[src/rtl/k423_mem_lsu.sv]
// k423_mem_lsu: single-outstanding load/store unit bridging the EX stage to a data memory port.
// Optional misaligned-access trap is built when K423_LSU_MISALIGN_CHK_EN is defined.
module k423_mem_lsu #(
   parameter int unsigned XLEN   = 32,
   parameter int unsigned ADDR_W = 32
) (
   input  logic              clk_i,
   input  logic              rst_i,
   input  logic              ex_vld_i,
   output logic              ex_rdy_o,
   input  logic              ex_load_i,
   input  logic              ex_unsigned_i,
   input  logic [1:0]        ex_size_i,
   input  logic [XLEN/8-1:0] ex_wen_i,
   input  logic [ADDR_W-1:0] ex_addr_i,
   input  logic [XLEN-1:0]   ex_wdata_i,
   input  logic [4:0]        ex_rd_idx_i,
   output logic              mem_req_vld_o,
   input  logic              mem_req_rdy_i,
   output logic [XLEN/8-1:0] mem_req_wen_o,
   output logic [ADDR_W-1:0] mem_req_addr_o,
   output logic [XLEN-1:0]   mem_req_wdata_o,
   input  logic              mem_rsp_vld_i,
   input  logic [XLEN-1:0]   mem_rsp_rdata_i,
   output logic              wb_vld_o,
   output logic [4:0]        wb_rd_idx_o,
   output logic [XLEN-1:0]   wb_data_o,
   output logic              misalign_o
);

   localparam int unsigned NB = XLEN / 8;

   localparam logic [1:0] IDLE = 2'd0;
   localparam logic [1:0] REQ  = 2'd1;
   localparam logic [1:0] RESP = 2'd2;
   localparam logic [1:0] WB   = 2'd3;

   logic [1:0]        state_q, state_d;
   logic              load_q, load_d;
   logic              uns_q, uns_d;
   logic [1:0]        size_q, size_d;
   logic [1:0]        off_q, off_d;
   logic [4:0]        rd_q, rd_d;
   logic [NB-1:0]     wen_q, wen_d;
   logic [ADDR_W-1:0] addr_q, addr_d;
   logic [XLEN-1:0]   wdata_q, wdata_d;
   logic [4:0]        wb_rd_q, wb_rd_d;
   logic [XLEN-1:0]   wb_data_q, wb_data_d;
   logic              accept;
   logic              misaligned;
   logic [XLEN-1:0]   rsp_sh;
   logic [XLEN-1:0]   load_ext;

   assign accept = ex_vld_i & ex_rdy_o;

`ifdef K423_LSU_MISALIGN_CHK_EN
   logic misalign_q, misalign_d;

   assign misaligned = ((ex_size_i == 2'd1) & ex_addr_i[0]) |
                       (ex_size_i[1] & (ex_addr_i[1:0] != 2'd0));
   assign misalign_d = accept & misaligned;

   always_ff @(posedge clk_i) begin
      if (rst_i) misalign_q <= 1'b0;
      else       misalign_q <= misalign_d;
   end

   assign misalign_o = misalign_q & ~rst_i;
`else
   assign misaligned = 1'b0;
   assign misalign_o = 1'b0;
`endif

   // Size 3 falls through to the word case.
   always_comb begin
      rsp_sh = mem_rsp_rdata_i >> {off_q, 3'b000};
      case (size_q)
         2'd0:    load_ext = {{(XLEN-8){~uns_q & rsp_sh[7]}}, rsp_sh[7:0]};
         2'd1:    load_ext = {{(XLEN-16){~uns_q & rsp_sh[15]}}, rsp_sh[15:0]};
         default: load_ext = mem_rsp_rdata_i;
      endcase
   end

   always_comb begin
      state_d   = state_q;
      load_d    = load_q;
      uns_d     = uns_q;
      size_d    = size_q;
      off_d     = off_q;
      rd_d      = rd_q;
      wen_d     = wen_q;
      addr_d    = addr_q;
      wdata_d   = wdata_q;
      wb_rd_d   = wb_rd_q;
      wb_data_d = wb_data_q;
      unique case (state_q)
         IDLE: begin
            if (accept) begin
               load_d  = ex_load_i;
               uns_d   = ex_unsigned_i;
               size_d  = ex_size_i;
               off_d   = ex_addr_i[1:0];
               rd_d    = ex_rd_idx_i;
               wen_d   = ex_load_i ? '0 : (ex_wen_i << ex_addr_i[1:0]);
               addr_d  = {ex_addr_i[ADDR_W-1:2], 2'b00};
               wdata_d = ex_wdata_i << {ex_addr_i[1:0], 3'b000};
               if (!misaligned) state_d = REQ;
            end
         end
         REQ: begin
            if (mem_req_rdy_i) state_d = load_q ? RESP : IDLE;
         end
         RESP: begin
            if (mem_rsp_vld_i) begin
               state_d   = WB;
               wb_rd_d   = rd_q;
               wb_data_d = load_ext;
            end
         end
         WB:      state_d = IDLE;
         default: state_d = IDLE;
      endcase
   end

   always_ff @(posedge clk_i) begin
      if (rst_i) begin
         state_q   <= IDLE;
         load_q    <= 1'b0;
         uns_q     <= 1'b0;
         size_q    <= 2'd0;
         off_q     <= 2'd0;
         rd_q      <= 5'd0;
         wen_q     <= '0;
         addr_q    <= '0;
         wdata_q   <= '0;
         wb_rd_q   <= 5'd0;
         wb_data_q <= '0;
      end else begin
         state_q   <= state_d;
         load_q    <= load_d;
         uns_q     <= uns_d;
         size_q    <= size_d;
         off_q     <= off_d;
         rd_q      <= rd_d;
         wen_q     <= wen_d;
         addr_q    <= addr_d;
         wdata_q   <= wdata_d;
         wb_rd_q   <= wb_rd_d;
         wb_data_q <= wb_data_d;
      end
   end

   // Outputs are forced low for the whole reset window, not just after the first edge.
   assign ex_rdy_o        = ~rst_i & (state_q == IDLE);
   assign mem_req_vld_o   = ~rst_i & (state_q == REQ);
   assign mem_req_wen_o   = rst_i ? '0 : wen_q;
   assign mem_req_addr_o  = rst_i ? '0 : addr_q;
   assign mem_req_wdata_o = rst_i ? '0 : wdata_q;
   assign wb_vld_o        = ~rst_i & (state_q == WB) & (wb_rd_q != 5'd0);
   assign wb_rd_idx_o     = rst_i ? 5'd0 : wb_rd_q;
   assign wb_data_o       = rst_i ? '0 : wb_data_q;

endmodule

[config.mk]
export PLATFORM = sky130hd
export DESIGN_NAME = k423_mem_lsu
export DESIGN_NICKNAME = d
export VERILOG_FILES = /design/src/rtl/k423_mem_lsu.sv
export SDC_FILE = /design/constraint.sdc
export NUM_CORES = 1
export LEC_CHECK = 0
export ABC_CLOCK_PERIOD_IN_PS = 4800
export BUFFER_PORTS_ARGS = -buffer_cell sky130_fd_sc_hd__buf_2
export CAP_MARGIN = 10
export CORE_ASPECT_RATIO = 1.75
export CORE_UTILIZATION = 40
export CTS_BUF_LIST = sky130_fd_sc_hd__clkbuf_4
export DETAILED_ROUTE_END_ITERATION = 8
export PLACE_DENSITY_LB_ADDON = 0.25
export SETUP_SLACK_MARGIN = 0.4
export SLEW_MARGIN = 20
export SYNTH_ARGS = -nofsm -noshare
export SYNTH_HDL_FRONTEND = slang
export SYNTH_SLANG_ARGS = --single-unit
[constraint.sdc]
create_clock -name clk_i -period 4.8 [get_ports clk_i]
set_input_delay 0.72 -clock clk_i [delete_from_list [all_inputs] [get_ports clk_i]]
set_output_delay 0.72 -clock clk_i [all_outputs]
set_load 0.02 [all_outputs]
== Yosys cells after proc, flatten, opt, wreduce, memory -nomap -nowiden ==
Cells that the tools add are included.
Word-level totals
  register bits after elaboration: 116
  input bits: 114
  logic and storage cells: 48
Cells by class
  equal/unequal tests: 7
  shifts and indexed selects: 3
  muxes and demuxes: 12
  bitwise logic cells: 9
  reductions and logical operators: 6
Operators with widths (count)
  $mux 32: 3
  $pmux 32 s2: 1
  $shl 32x5->32: 1
  $shr 32x5->16: 1
  $mux 2: 4
  $mux 4: 2
  $pmux 2 s4: 1
  $and 1x1->1: 7
  $ne 2x2->1 const B: 3
  $mux 5: 1
  $reduce_bool 5->1: 1
  $eq 2x1->1 const B: 2
  $eq 2x2->1 const B: 2
  $logic_not 2->1: 2
  $reduce_and 2->1: 2
  $shl 4x2->4: 1
  $reduce_and 3->1: 1
  $not 1->1: 2

== Logic depth before layout (Yosys ltp) ==
  depth in word-level cells: 5
  depth in mapped cells: 8
  depth with buffers taken out: 4

== Worst setup path before layout ==
Ideal clock, no wire load.
  path kind: input -> output
  from: in rst_i
  to: out mem_req_vld_o
  arrival: 1797 ps
  data required time: 4080 ps
  slack: 2283 ps
  stages on the path: 4
  buffers on the path: 3
  cell sequence: buf_2 > buf_1 > clkbuf_1 > nor3b_1
On the way
  cells in the longest elaborated chain, start to end: 2
RTL lines
  start: declaration: RTL line 8  | input logic rst_i,
  $not 1->1: RTL line 155  | assign mem_req_vld_o = ~rst_i & (state_q == REQ);
  $and 1x1->1: RTL line 155
  end: declaration: RTL line 18  | output logic mem_req_vld_o,
Every way passes these cells.

== Worst setup path in the final report ==
  from: in rst_i
  to: out mem_req_addr_o[8]
On the way
  cells in the longest elaborated chain, start to end: 1
RTL lines
  $mux 32: RTL line 157  | assign mem_req_addr_o = rst_i ? '0 : addr_q;
  end: declaration: RTL line 21  | output logic [ADDR_W-1:0] mem_req_addr_o,
Every way passes these cells.

==> qor.yml <==
setup_path:
  reg2reg_slack_ps: 2400
  arrival_ps: 2160
  path_class: "in2out"
  rr_worst_depth: 3
  critPathMaxFanout: 61
  critical_path.reg2reg.startpoint: "off_q[0]$_SDFFE_PP0P_"
  end_kind: "output pin"
  rr_endpoint: "wb_data_q[8]$_SDFFE_PP0P_"
  start_kind: "primary input"
  required_ps: 4080
logic_synthesis:
  syn_area_um2: 6020
  seq_area_frac_synth_pct: 38.5
  syn_inst: 682
  avgSynthCellArea_um2: 8.83
  async_flop_share_pct: 0
  ys_seq_elements: 116
  synth_edf_count: 0
  synth_cell_types: 48
  ys_warn_count: 0
  synth_ff_type: "dfxtp_1"
grt:
  overflow: 0
  grt_pass1_wl_um: 25500
  grt_usage_pct: 21.5
  antenna_found_initial: 1
  grt_pass1_vias: 5094
  grt_max_degree: 62
timing:
  rsz0062_at_grt: "no"
  skew_ps: 22.8
  setup_viol: 0
  finalHoldViolCount: 0
  fin_hold_ws_ps: 391
  min_period_over_period_pct: 59.9
  maxSlewViolCount: 0
  fmaxAchievable_mhz: 348
  period_minus_slack_ps: 2880
  setup_tns_ps: 0
  slew_headroom_pct: 29.9
  tightest_slew_ps: 1050
cts:
  clk_latency_ps: 510
  cts_max_level: 4
  ctsResizeCount: 0
  post_cts_buffers: 0
  cts_root_buf: "clkbuf_4"
  cts_buffers: 17
  cts_tree: "done"
  cts_sinks: 116
  cts_hold_buf: 0
  path_clk_slew_ps: 110
  clockBufferDepth: 2
placed_design:
  place_area_um2: 7100
  port_buffers: 219
  place_inst: 1028
  post-dp-hpwl_um: 12100
  place.gp.congestion: 0.793
pwr:
  seq_power_share_pct: 46.6
  ir_drop_mv: 0.131
  p_leak_nw: 3.54
  sw_frac_of_total_pct: 28.4
  internal_power_mw: 1.59
  finalPower_mw: 2.22
  clock_power_share_pct: 36.6
  p_switching_mw: 0.631
  power.share.combinational_pct: 16.8
  power_density_nw_per_um2: 299
finish:
  n_fill_cell: 1492
  drive_gt1_share_pct: 36.4
  final_cell_mix: "buf_2, dfxtp_1, nor2b_1"
  final_area_um2: 7420
  nNetsFinal: 978
  final_common_cell: "buf_2"
  synthToLayoutAreaGrowth_pct: 23.2
  final_cells: 1061
drt:
  route.detailed.drc: 0
  drtIter0Drc: 259
  ant_nets: 0
  routed_via_density: 5.11
  drt_pre_antenna_iters: 6
  drt-total-wl_um: 16900
  vias: 5425
  post_drt_wl_per_cell_um: 15.9
floorplanning:
  initial_core_util_pct: 40.8
  die_w_um: 94.8
  io_pins: 223
  num_rows: 59
  die_h_um: 164
  die_area_um2: 15600
  coreArea_um2: 14800
flow_run:
  cap_viol_max_count: 0
run_status:
  status: "finished, final reports clean"
worst_hold_path:
  hp-class: "in2reg"
  hold_path_depth: 3
  hp-start: "ex_rd_idx_i[4]"
  worstHoldEndpoint: "rd_q[4]$_SDFFE_PP0P_"
-- Yosys cell counts (2+ instances only) --
| master | instances | area [µm²] |
|---|---|---|
| nand2_1 | 56 | 210 |
| o21ai_1 | 9 | 45.0 |
| mux2_2 | 16 | 180 |
| nor3_2 | 8 | 80.1 |
| o21ai_0 | 9 | 45.0 |
| and2_1 | 2 | 12.5 |
| o2111ai_1 | 6 | 52.6 |
| inv_1 | 8 | 30.0 |
| nand2b_1 | 9 | 56.3 |
| a221oi_1 | 7 | 61.3 |
| nor2_1 | 60 | 225 |
| and3_1 | 8 | 50.1 |
| buf_1 | 6 | 22.5 |
| buf_4 | 4 | 30.0 |
| nor2b_1 | 106 | 663 |
| a211o_1 | 2 | 17.5 |
| a21oi_1 | 53 | 265 |
| mux2_4 | 30 | 450 |
| buf_2 | 21 | 105 |
| nor3_1 | 4 | 20.0 |
| buf_6 | 7 | 78.8 |
| o22a_1 | 6 | 52.6 |
| dfxtp_1 | 116 | 2320 |
| nand3_1 | 6 | 30.0 |
| nand3b_1 | 10 | 75.1 |
| a21o_1 | 15 | 113 |
| clkbuf_1 | 25 | 93.8 |
| o211ai_1 | 6 | 45.0 |
| mux2i_1 | 23 | 230 |
| a211oi_1 | 26 | 195 |
-- state kept, by name, indices dropped and copies added (netlist names), named ones only --
signal	flops
wen_q	4
uns_q	1
wdata_q	32
state_q	1
rd_q	5
load_q	1
wb_rd_q	5
off_q	2
addr_q	30
size_q	2
wb_data_q	32
-- worst max-delay path by stage --
stage	cells past startpoint	slack (ps)	from	to
after floorplan	4	2280	rst_i	mem_req_vld_o
after global placement	4	1980	rst_i	mem_req_addr_o[16]
after detailed placement	4	1940	rst_i	mem_req_addr_o[8]
after CTS	4	1950	rst_i	mem_req_addr_o[8]
after global routing	4	1830	rst_i	mem_req_addr_o[13]
final	4	1920	rst_i	mem_req_addr_o[8]
-- cell type report --
| class | instances | area (µm²) | share of cell area (%) |
|---|---|---|---|
| clock buffers | 18 | 135 | 1.82 |
| clock inverters | 14 | 185 | 2.49 |
| well taps | 183 | 229 | 3.08 |
| flip-flops and latches | 116 | 2320 | 31.3 |
| inverters | 9 | 33.8 | 0.455 |
| multi-input cells | 496 | 3350 | 45.2 |
| repair buffers | 224 | 1160 | 15.6 |
| diodes | 1 | 2.50 | 0.0337 |
-- cell families after synthesis --
logic type / count (synthesis) / synth area share, %
compound gates: 146 / 16.0
xor+xnor: 1 / 0.145
buf+inv: 72 / 6.04
flops: 116 / 38.5
mux: 70 / 14.7
other cells: 1 / 0.0622
simple gates: 276 / 24.5
-- layer usage --
layer  vias to the layer above  part of all wire [%]  GRT usage, %
met5                         -                     0             0
met4                         0                   3.2          10.5
met3                        32                   5.1          5.28
met2                       166                    53          38.8
met1                      2521                    39          22.7
li1                       2706                     -             -
-- power groups by stage --
stage,registers (mW),logic [mW],clock network [mW]
4_1_cts,1.03,0.375,0.838
3_5_place_dp,1.06,0.373,0
3_3_place_gp,1.06,0.371,0
6_report,1.03,0.373,0.812
2_1_floorplan,1.04,0.269,0
5_1_grt,1.04,0.406,0.882
-- worst max-delay path: stages --
cell and delay, ps:
buf_4 500, buf_4 550, nor2b_1 140, buf_2 200
-- through the flow --
stage                     utilization [%]  worst slack (ps)
after floorplan                         -              2280
after global routing                 50.3              1830
final                                50.3              1920
after global placement               48.1              1980
after CTS                            50.2              1950
after detailed placement             48.1              1940
(Power assumes the default switching activity.)
